File: config.mk
export PLATFORM = sky130hd
export DESIGN_NAME = seg_scan_driver
export DESIGN_NICKNAME = d
export VERILOG_FILES = /design/src/rtl/kh_disp_pkg.sv /design/src/rtl/seg_hex_decoder.sv /design/src/rtl/seg_scan_driver.sv
export SDC_FILE = /design/constraint.sdc
export NUM_CORES = 1
export LEC_CHECK = 0
export BUFFER_PORTS_ARGS = -buffer_cell sky130_fd_sc_hd__buf_2
export CAP_MARGIN = 20
export CORE_MARGIN = 2
export CORE_UTILIZATION = 37
export CTS_CLUSTER_SIZE = 30
export DETAILED_ROUTE_END_ITERATION = 10
export GPL_TIMING_DRIVEN = 1
export SYNTH_ARGS = -nofsm -noshare
export SYNTH_HDL_FRONTEND = slang
export SYNTH_SLANG_ARGS = --single-unit
File: constraint.sdc
create_clock -name clk -period 2.8 [get_ports clk]
set_input_delay 0.84 -clock clk [delete_from_list [all_inputs] [get_ports clk]]
set_output_delay 0.84 -clock clk [all_outputs]
set_load 0.05 [all_outputs]
File: src/rtl/kh_disp_pkg.sv
// Shared display definitions: segment bit positions, hex glyphs, frame snapshot record.
package kh_disp_pkg;

    localparam int unsigned NUM_TUBES = 8;

    // Segment bus layout {a,b,c,d,e,f,g,dp} on bits [7:0]
    localparam int unsigned SEG_A  = 7;
    localparam int unsigned SEG_G  = 1;
    localparam int unsigned SEG_DP = 0;

    localparam logic [7:0] SEG_BLANK = 8'h00;

    // Glyphs as {a,b,c,d,e,f,g}
    localparam logic [6:0] GLYPH_0 = 7'h7E;
    localparam logic [6:0] GLYPH_1 = 7'h30;
    localparam logic [6:0] GLYPH_2 = 7'h6D;
    localparam logic [6:0] GLYPH_3 = 7'h79;
    localparam logic [6:0] GLYPH_4 = 7'h33;
    localparam logic [6:0] GLYPH_5 = 7'h5B;
    localparam logic [6:0] GLYPH_6 = 7'h5F;
    localparam logic [6:0] GLYPH_7 = 7'h70;
    localparam logic [6:0] GLYPH_8 = 7'h7F;
    localparam logic [6:0] GLYPH_9 = 7'h7B;
    localparam logic [6:0] GLYPH_A = 7'h77;
    localparam logic [6:0] GLYPH_B = 7'h1F;
    localparam logic [6:0] GLYPH_C = 7'h4E;
    localparam logic [6:0] GLYPH_D = 7'h3D;
    localparam logic [6:0] GLYPH_E = 7'h4F;
    localparam logic [6:0] GLYPH_F = 7'h47;

    localparam logic [15:0][6:0] HEX_GLYPHS = {
        GLYPH_F, GLYPH_E, GLYPH_D, GLYPH_C, GLYPH_B, GLYPH_A, GLYPH_9, GLYPH_8,
        GLYPH_7, GLYPH_6, GLYPH_5, GLYPH_4, GLYPH_3, GLYPH_2, GLYPH_1, GLYPH_0
    };

    // Per-frame copy of the display request, frozen at frame start
    typedef struct packed {
        logic [4*NUM_TUBES-1:0] hex;
        logic [NUM_TUBES-1:0]   en;
        logic [NUM_TUBES-1:0]   blink;
        logic [NUM_TUBES-1:0]   dp;
    } frame_t;

endpackage

File: src/rtl/seg_hex_decoder.sv
// Combinational 4-bit hex code to {a..g} segment pattern.
module seg_hex_decoder
    import kh_disp_pkg::*;
(
    input  logic [3:0] i_code,
    output logic [6:0] o_seg
);

    // Table lookup of the hex glyph
    always_comb begin
        o_seg = HEX_GLYPHS[i_code];
    end

endmodule

File: src/rtl/seg_scan_driver.sv
// Time-multiplexed driver for two 4-tube seven-segment groups with blink,
// decimal-point and enable masks frozen once per frame.
module seg_scan_driver
    import kh_disp_pkg::*;
#(
    parameter int unsigned SLOT_CYCLES       = 100_000,
    parameter int unsigned BLANK_CYCLES      = 1_000,
    parameter int unsigned BLINK_HALF_CYCLES = 25_000_000
)
(
    input  logic        clk,
    input  logic        rst,
    input  logic        disp_on,
    input  logic [31:0] hex_in,
    input  logic [7:0]  en_mask,
    input  logic [7:0]  blink_mask,
    input  logic [7:0]  dp_mask,
    output logic [7:0]  digit1,
    output logic [7:0]  digit2,
    output logic [7:0]  tube_sel,
    output logic        frame_tick
);

    localparam int unsigned SLOT_W  = (SLOT_CYCLES > 1) ? $clog2(SLOT_CYCLES) : 1;
    localparam int unsigned BLINK_W = (BLINK_HALF_CYCLES > 1) ? $clog2(BLINK_HALF_CYCLES) : 1;
    localparam logic [SLOT_W-1:0]  SLOT_LAST  = SLOT_W'(SLOT_CYCLES - 1);
    localparam logic [SLOT_W-1:0]  BLANK_END  = SLOT_W'(BLANK_CYCLES);
    localparam logic [BLINK_W-1:0] BLINK_LAST = BLINK_W'(BLINK_HALF_CYCLES - 1);

    logic [SLOT_W-1:0]    r_slot_cnt;
    logic [2:0]           r_idx;
    logic [BLINK_W-1:0]   r_blink_cnt;
    logic                 r_blink_ph;
    frame_t               r_shadow;
    logic [7:0]           r_digit1;
    logic [7:0]           r_digit2;
    logic [NUM_TUBES-1:0] r_tube_sel;
    logic                 r_frame_tick;

    logic       w_snap;
    logic       w_lit;
    logic [3:0] w_code;
    logic [6:0] w_glyph;
    logic [7:0] w_seg;

    assign w_snap = (r_idx == 3'd0) && (r_slot_cnt == '0);
    assign w_code = r_shadow.hex[{r_idx, 2'b00} +: 4];

    seg_hex_decoder u_dec (
        .i_code (w_code),
        .o_seg  (w_glyph)
    );

    // Tube is lit only past the anti-ghost window, with display on and tube enabled
    always_comb begin
        w_lit = (r_slot_cnt >= BLANK_END) && disp_on && r_shadow.en[r_idx];
        w_seg = SEG_BLANK;
        w_seg[SEG_A:SEG_G] = w_glyph;
        w_seg[SEG_DP]      = r_shadow.dp[r_idx];
        if (r_shadow.blink[r_idx] && r_blink_ph) begin
            w_seg = SEG_BLANK;
        end
    end

    // Free-running scan counters: slot cycle and tube index
    always_ff @(posedge clk) begin
        if (!rst) begin
            r_slot_cnt <= '0;
            r_idx      <= '0;
        end else if (r_slot_cnt == SLOT_LAST) begin
            r_slot_cnt <= '0;
            r_idx      <= r_idx + 3'd1;
        end else begin
            r_slot_cnt <= r_slot_cnt + 1'b1;
        end
    end

    // Blink phase generator, independent of the scan
    always_ff @(posedge clk) begin
        if (!rst) begin
            r_blink_cnt <= '0;
            r_blink_ph  <= 1'b0;
        end else if (r_blink_cnt == BLINK_LAST) begin
            r_blink_cnt <= '0;
            r_blink_ph  <= ~r_blink_ph;
        end else begin
            r_blink_cnt <= r_blink_cnt + 1'b1;
        end
    end

    // Frame snapshot of the display request at the start of tube 0's slot
    always_ff @(posedge clk) begin
        if (!rst) begin
            r_shadow <= '0;
        end else if (w_snap) begin
            r_shadow <= '{hex: hex_in, en: en_mask, blink: blink_mask, dp: dp_mask};
        end
    end

    // Registered pin outputs; the idle group bus is held at zero
    always_ff @(posedge clk) begin
        if (!rst) begin
            r_digit1     <= '0;
            r_digit2     <= '0;
            r_tube_sel   <= '0;
            r_frame_tick <= 1'b0;
        end else begin
            r_frame_tick <= w_snap;
            r_tube_sel   <= w_lit ? (NUM_TUBES'(1) << r_idx) : '0;
            r_digit1     <= (w_lit && !r_idx[2]) ? w_seg : SEG_BLANK;
            r_digit2     <= (w_lit &&  r_idx[2]) ? w_seg : SEG_BLANK;
        end
    end

    assign digit1     = r_digit1;
    assign digit2     = r_digit2;
    assign tube_sel   = r_tube_sel;
    assign frame_tick = r_frame_tick;

endmodule
* Yosys cells after proc, flatten, opt, wreduce, memory -nomap -nowiden
Memory sizes are Yosys's and may differ from the RTL's.
Cells that the tools add are included.
** Storage, ports and cells
- Bits in read-only memories :: 112
- Register bits :: 127
- Word-level logic and storage cells :: 47
- Memories :: 1
** Memory list
- (name not given) :: depth 16, bits a word 7, read ports 1, clocked after memory_dff 0, write ports 0, line seg_hex_decoder.sv:11 : o_seg = HEX_GLYPHS[i_code];
** Operators by class
- Add/subtract/negate cells :: 3
- Shifts and indexed selects :: 2
- Order comparisons :: 3
- Equal/unequal tests :: 2
- Multiplexer cells :: 8
- Reductions and logical operators :: 14
- Bitwise operators :: 2
** Operators by type and width (count)
- 32-bit by 6-bit indexed part select with 4-bit output :: 1
- 25-bit by 1-bit adder with 25-bit output (second input constant) :: 1
- 25-bit == test (second input constant) :: 1
- 17-bit by 1-bit adder with 17-bit output (second input constant) :: 1
- 17-bit == test (second input constant) :: 1
- 17-bit by 10-bit greater-or-equal comparator with 1-bit output (second input constant) :: 1
- 17-bit zero test :: 1
- 1-bit binary-select mux with 3-bit select :: 3
- 8-bit two-way mux :: 1
- 1-bit by 3-bit << shifter with 8-bit output (first input constant) :: 1
- 7-bit two-way mux :: 1
- 1-bit logical AND :: 6
- 2-bit AND reduction :: 3
- 4-bit by 5-bit less-than comparator with 1-bit output (second input constant) :: 1
- 3-bit by 4-bit less-than comparator with 1-bit output (second input constant) :: 1
- 2-bit OR reduction :: 2
- 3-bit by 1-bit adder with 3-bit output (second input constant) :: 1
- 3-bit zero test :: 1
- 1-bit two-way mux :: 3
- 1-bit NOT :: 2
- 1-bit zero test :: 1

* Depth between registers and ports, before layout
- Word-level depth :: 5
- Gate-level depth with buffers :: 10
- Mapped depth without buffers :: 8

* Hierarchy
A second synthesis with hierarchy kept.
** Unflattened totals
- Cell total of the unflattened synthesis :: 633
- Area, all modules :: 5706.7 sq um
** By module, submodules not included
- seg_scan_driver :: sequential area each 2542.4 sq um, area each 5417.7 sq um, cells each 600, instances 1
- seg_hex_decoder :: sequential area each 0.0 sq um, area each 289.0 sq um, cells each 33, instances 1

* Worst setup path before layout
No wires, ideal clock.
- Path type :: flip-flop to flip-flop
- Start point :: reg r_idx[0]
- End point :: reg r_digit2[1] (netlist: digit2[1])
- Library setup time :: 78 ps
- Clock period less this slack :: 2520 ps
- Arrival time :: 2442 ps
- Data required time :: 2722 ps
- Stages on the path, launching flop included :: 10
- Buffers on the path :: 2
- Slack :: 280 ps
- Cell sequence :: dfxtp_1 > buf_6 > buf_6 > mux4_1 > mux2i_1 > inv_1 > ha_1 > mux2_1 > and2_1 > nor3_1
** On the way
- Cells in the longest elaborated chain, start to end :: 5
- Elaborated cells on any way between the ends :: 12
- Those cells by class :: shift: 1; mux: 6; reduce/logical: 4; memory: 1
** Ends and longest elaborated chain
- from (decl) :: line seg_scan_driver.sv:31 : logic [2:0] r_idx;
- from (signal assigned) :: line seg_scan_driver.sv:72 : r_idx <= r_idx + 3'd1;
- parallel branches: the longest is 5 deep, another holds memory read 16 x 7 bit
- to (signal assigned) :: line seg_scan_driver.sv:111 : r_digit2 <= (w_lit && r_idx[2]) ? w_seg : SEG_BLANK;
- to (decl) :: line seg_scan_driver.sv:36 : logic [7:0] r_digit2;
Parallel ways; which one is timed is not known. The select of a mux whose other input is x is not followed.
A chain may end at the register's enable or synchronous reset.

* Final worst setup path
Ends and elaborated chain as after synthesis.

==> impl_metrics.yaml <==
status:
  outcome: "completed"
sta:
  setup-violations-final: 0
  tightest_slew_ns: 0.733
  slew_viol_final: 0
  hold_violations: 0
  hold_slack_ns: 0.445
  rsz0062_at_grt: "no"
  tns_ns: 0
  relSlewSlack_pct: 50.7
  finalCriticalPeriod_ns: 2.56
  fmax_mhz: 390
  period_share_pct: 91.5
  skew_ns: 0.0130
cts:
  htreeDepth: 4
  cts_buffers: 17
  postCtsResizedCells: 0
  post_cts_buffers: 0
  cts_root_buffer: "clkbuf_16"
  clk_path_buf_depth: 2
  clkSlewWorstSetupHoldPaths_ns: 0.06
  clock_latency_ns: 0.43
  cts_tree: "done"
  clock-sinks: 127
  hold_buffers: 0
finish:
  final_nets: 762
  seq_area_um2: 2540
  area_delta_synth_final_pct: 21.5
  fin_cells: 890
  diodes: 0
  drive_gt1_share_pct: 19.9
  nFillCells: 1425
  multi_input_area_um2: 2860
  final_common_cell: "nand2_1"
  most-common-layout-cells: "133 x nand2_1, 127 x dfxtp_1, 83 x buf_2"
power:
  p_seq_share_pct: 40.7
  peakVddDrop_uv: 462
  power.share.combinational_pct: 8.3
  switching_power_mw: 1.06
  powerDensity_nw_per_um2: 695
  swShare_pct: 22.2
  pwr-share-clk_pct: 50.9
  intPower_mw: 3.71
  p_leak_nw: 2.91
grt:
  grt_max_degree: 65
  grt_pass1_wl_um: 20800
  antenna_found_initial: 0
  track_usage_pct: 16.3
  grt_pass1_vias: 4354
  grt_overflow: 0
critical_path:
  cpLargestDelayFamily: "multiplexers"
  crit_path_cell_trace: "buf_4 -> mux4_1 -> mux2_2 -> mux2_1 -> and2_1 -> nor3_1"
  max_stage_delay_ns: 0.58
  crit_slowest_cell: "dfxtp_1"
  crit_type: "flop to flop"
  path_buf_inv: 1
  crit_required_ns: 3.14
  crit_path_max_fanout: 15
  crit_path_end_kind: "flop"
  cp.arrival_ns: 2.90
  start_kind: "flop"
synthesis:
  synth_top_cells_by_area: "dfxtp_1 45%, nand2_1 8.8%, mux4_1 6.5%"
  synth_fa_ha_area_share_pct: 3.10
  syn_nets: 679
  synth_top_family_by_area: "simple AND/OR/NAND/NOR gates"
  syn-instance-count: 606
  muxShareOfSynthArea_pct: 8.76
  yosysSeqAreaShare_pct: 45.0
  ys_ff_latch: 127
  synth_xor_area_share_pct: 6.52
  postSynthAreaPerCell_um2: 9.31
  synth_compound_area_share_pct: 8.31
  netlist_area_um2: 5640
  ys_warn_count: 0
  synth.top_cell.area_share_pct: 45.0
  yosys.area_share.simple_pct: 23.9
  ys_types: 44
  yosysTopAreaCell: "dfxtp_1"
floorplanning:
  ioPinCount: 84
  die_w_um: 128
  core-area_um2: 15000
  dieArea_um2: 16300
  die_h_um: 128
  start_util_pct: 37.5
  rows: 45
routing:
  remaining_drc_errors: 0
  drt_first_pass_iters: 4
  vias_per_cell: 4.92
  vias: 4376
  wire_per_inst_um: 14.0
  drt-total-wl_um: 12500
  postRouteAntennaNets: 0
  drt_iter0_drc: 197
placement:
  placed_cells: 857
  io_buffers: 83
  place_congestion: 0.838
  detailed_place_hpwl_um: 8890
hold_path:
  min_path_type: "flop to flop"
flow_run:
  cap_violations: 0
==> cell type report <==
class / instances / share of cell area, %
multi-input cells: 433 / 41.7
flip-flops and latches: 127 / 37.1
repair buffers: 96 / 7.44
clock buffers: 22 / 6.91
well taps: 188 / 3.43
clock inverters: 10 / 2.66
inverters: 14 / 0.766
==> registers in the layout (all words and copies together), names as in the netlist <==
signal       count
r_shadow        56
r_blink_cnt     25
r_slot_cnt      17
digit1           8
digit2           8
tube_sel         8
r_idx            3
frame_tick       1
r_blink_ph       1
==> cell families (layout without fill, tap and decap cells) <==
family	after synthesis	in the layout
xor+xnor	42	42
fa+ha+maj	14	14
compound gates	62	62
buf+inv	46	142
flops	127	127
mux	26	26
simple gates	289	289
==> tightest hold or removal path: stages, from the launching register on <==
cell      delay (ns)
dfxtp_1         0.30
nand2_1         0.05
a21boi_1        0.05
==> cell usage after synthesis, drive strengths merged <==
cell / number
clkbuf: 11
dfxtp: 127
inv: 14
nand2b: 2
a22o: 1
and4: 5
ha: 14
a211oi: 1
xor2: 27
and3b: 2
buf: 21
and2: 18
xnor2: 15
o211ai: 1
nor3: 10
nand2: 133
nor4b: 2
nor4: 5
nand3b: 1
nor2b: 5
mux2: 5
a21boi: 56
or2: 1
or3: 2
nand4: 17
mux4: 14
or3b: 1
a2111oi: 1
mux2i: 7
nor2: 60
a211o: 1
and3: 7
or4: 3
nor4bb: 1
o21a: 1
nand3: 14
==> power groups by stage <==
stage                     logic [mW]  clock network, mW  registers (mW)
after floorplan                0.305                  0            1.97
after global placement         0.389                  0            1.98
after detailed placement       0.401                  0            1.98
after CTS                      0.404               2.48            1.94
after global routing           0.453               2.56            1.95
final                          0.397               2.43            1.94
==> worst paths after layout <==
check	end	start	cells past startpoint	slack (ns)
setup reg to reg	digit2[1]$_SDFF_PN0_	r_idx[0]$_SDFFE_PN0P_	6	0.24
hold reg to reg	r_shadow[46]$_SDFFE_PN0P_	r_shadow[46]$_SDFFE_PN0P_	2	0.45
setup / recovery	digit2[1]$_SDFF_PN0_	r_idx[0]$_SDFFE_PN0P_	6	0.24
hold / removal	r_shadow[46]$_SDFFE_PN0P_	r_shadow[46]$_SDFFE_PN0P_	2	0.45
==> per-stage QoR <==
step           utilization, %  total power, mW  cell area (µm²)  worst slack, ns
4_1_cts                  45.6             4.82             6850            0.167
3_5_place_dp             41.2             2.38             6200            0.165
2_1_floorplan               -             2.27             5640            0.280
3_3_place_gp             41.2             2.37             6200            0.265
6_report                 45.6             4.77             6860            0.238
5_1_grt                  45.6             4.97             6860           0.0656
==> routing by layer <==
metal	vias to the layer above	global-route usage, %	share of wire (%)
li1	2208	-	-
met5	-	0	0
met1	2040	20.9	48
met3	21	5.23	5.3
met2	107	25.3	45
met4	0	7.37	2.3
Power figures use the tool's default switching activity.
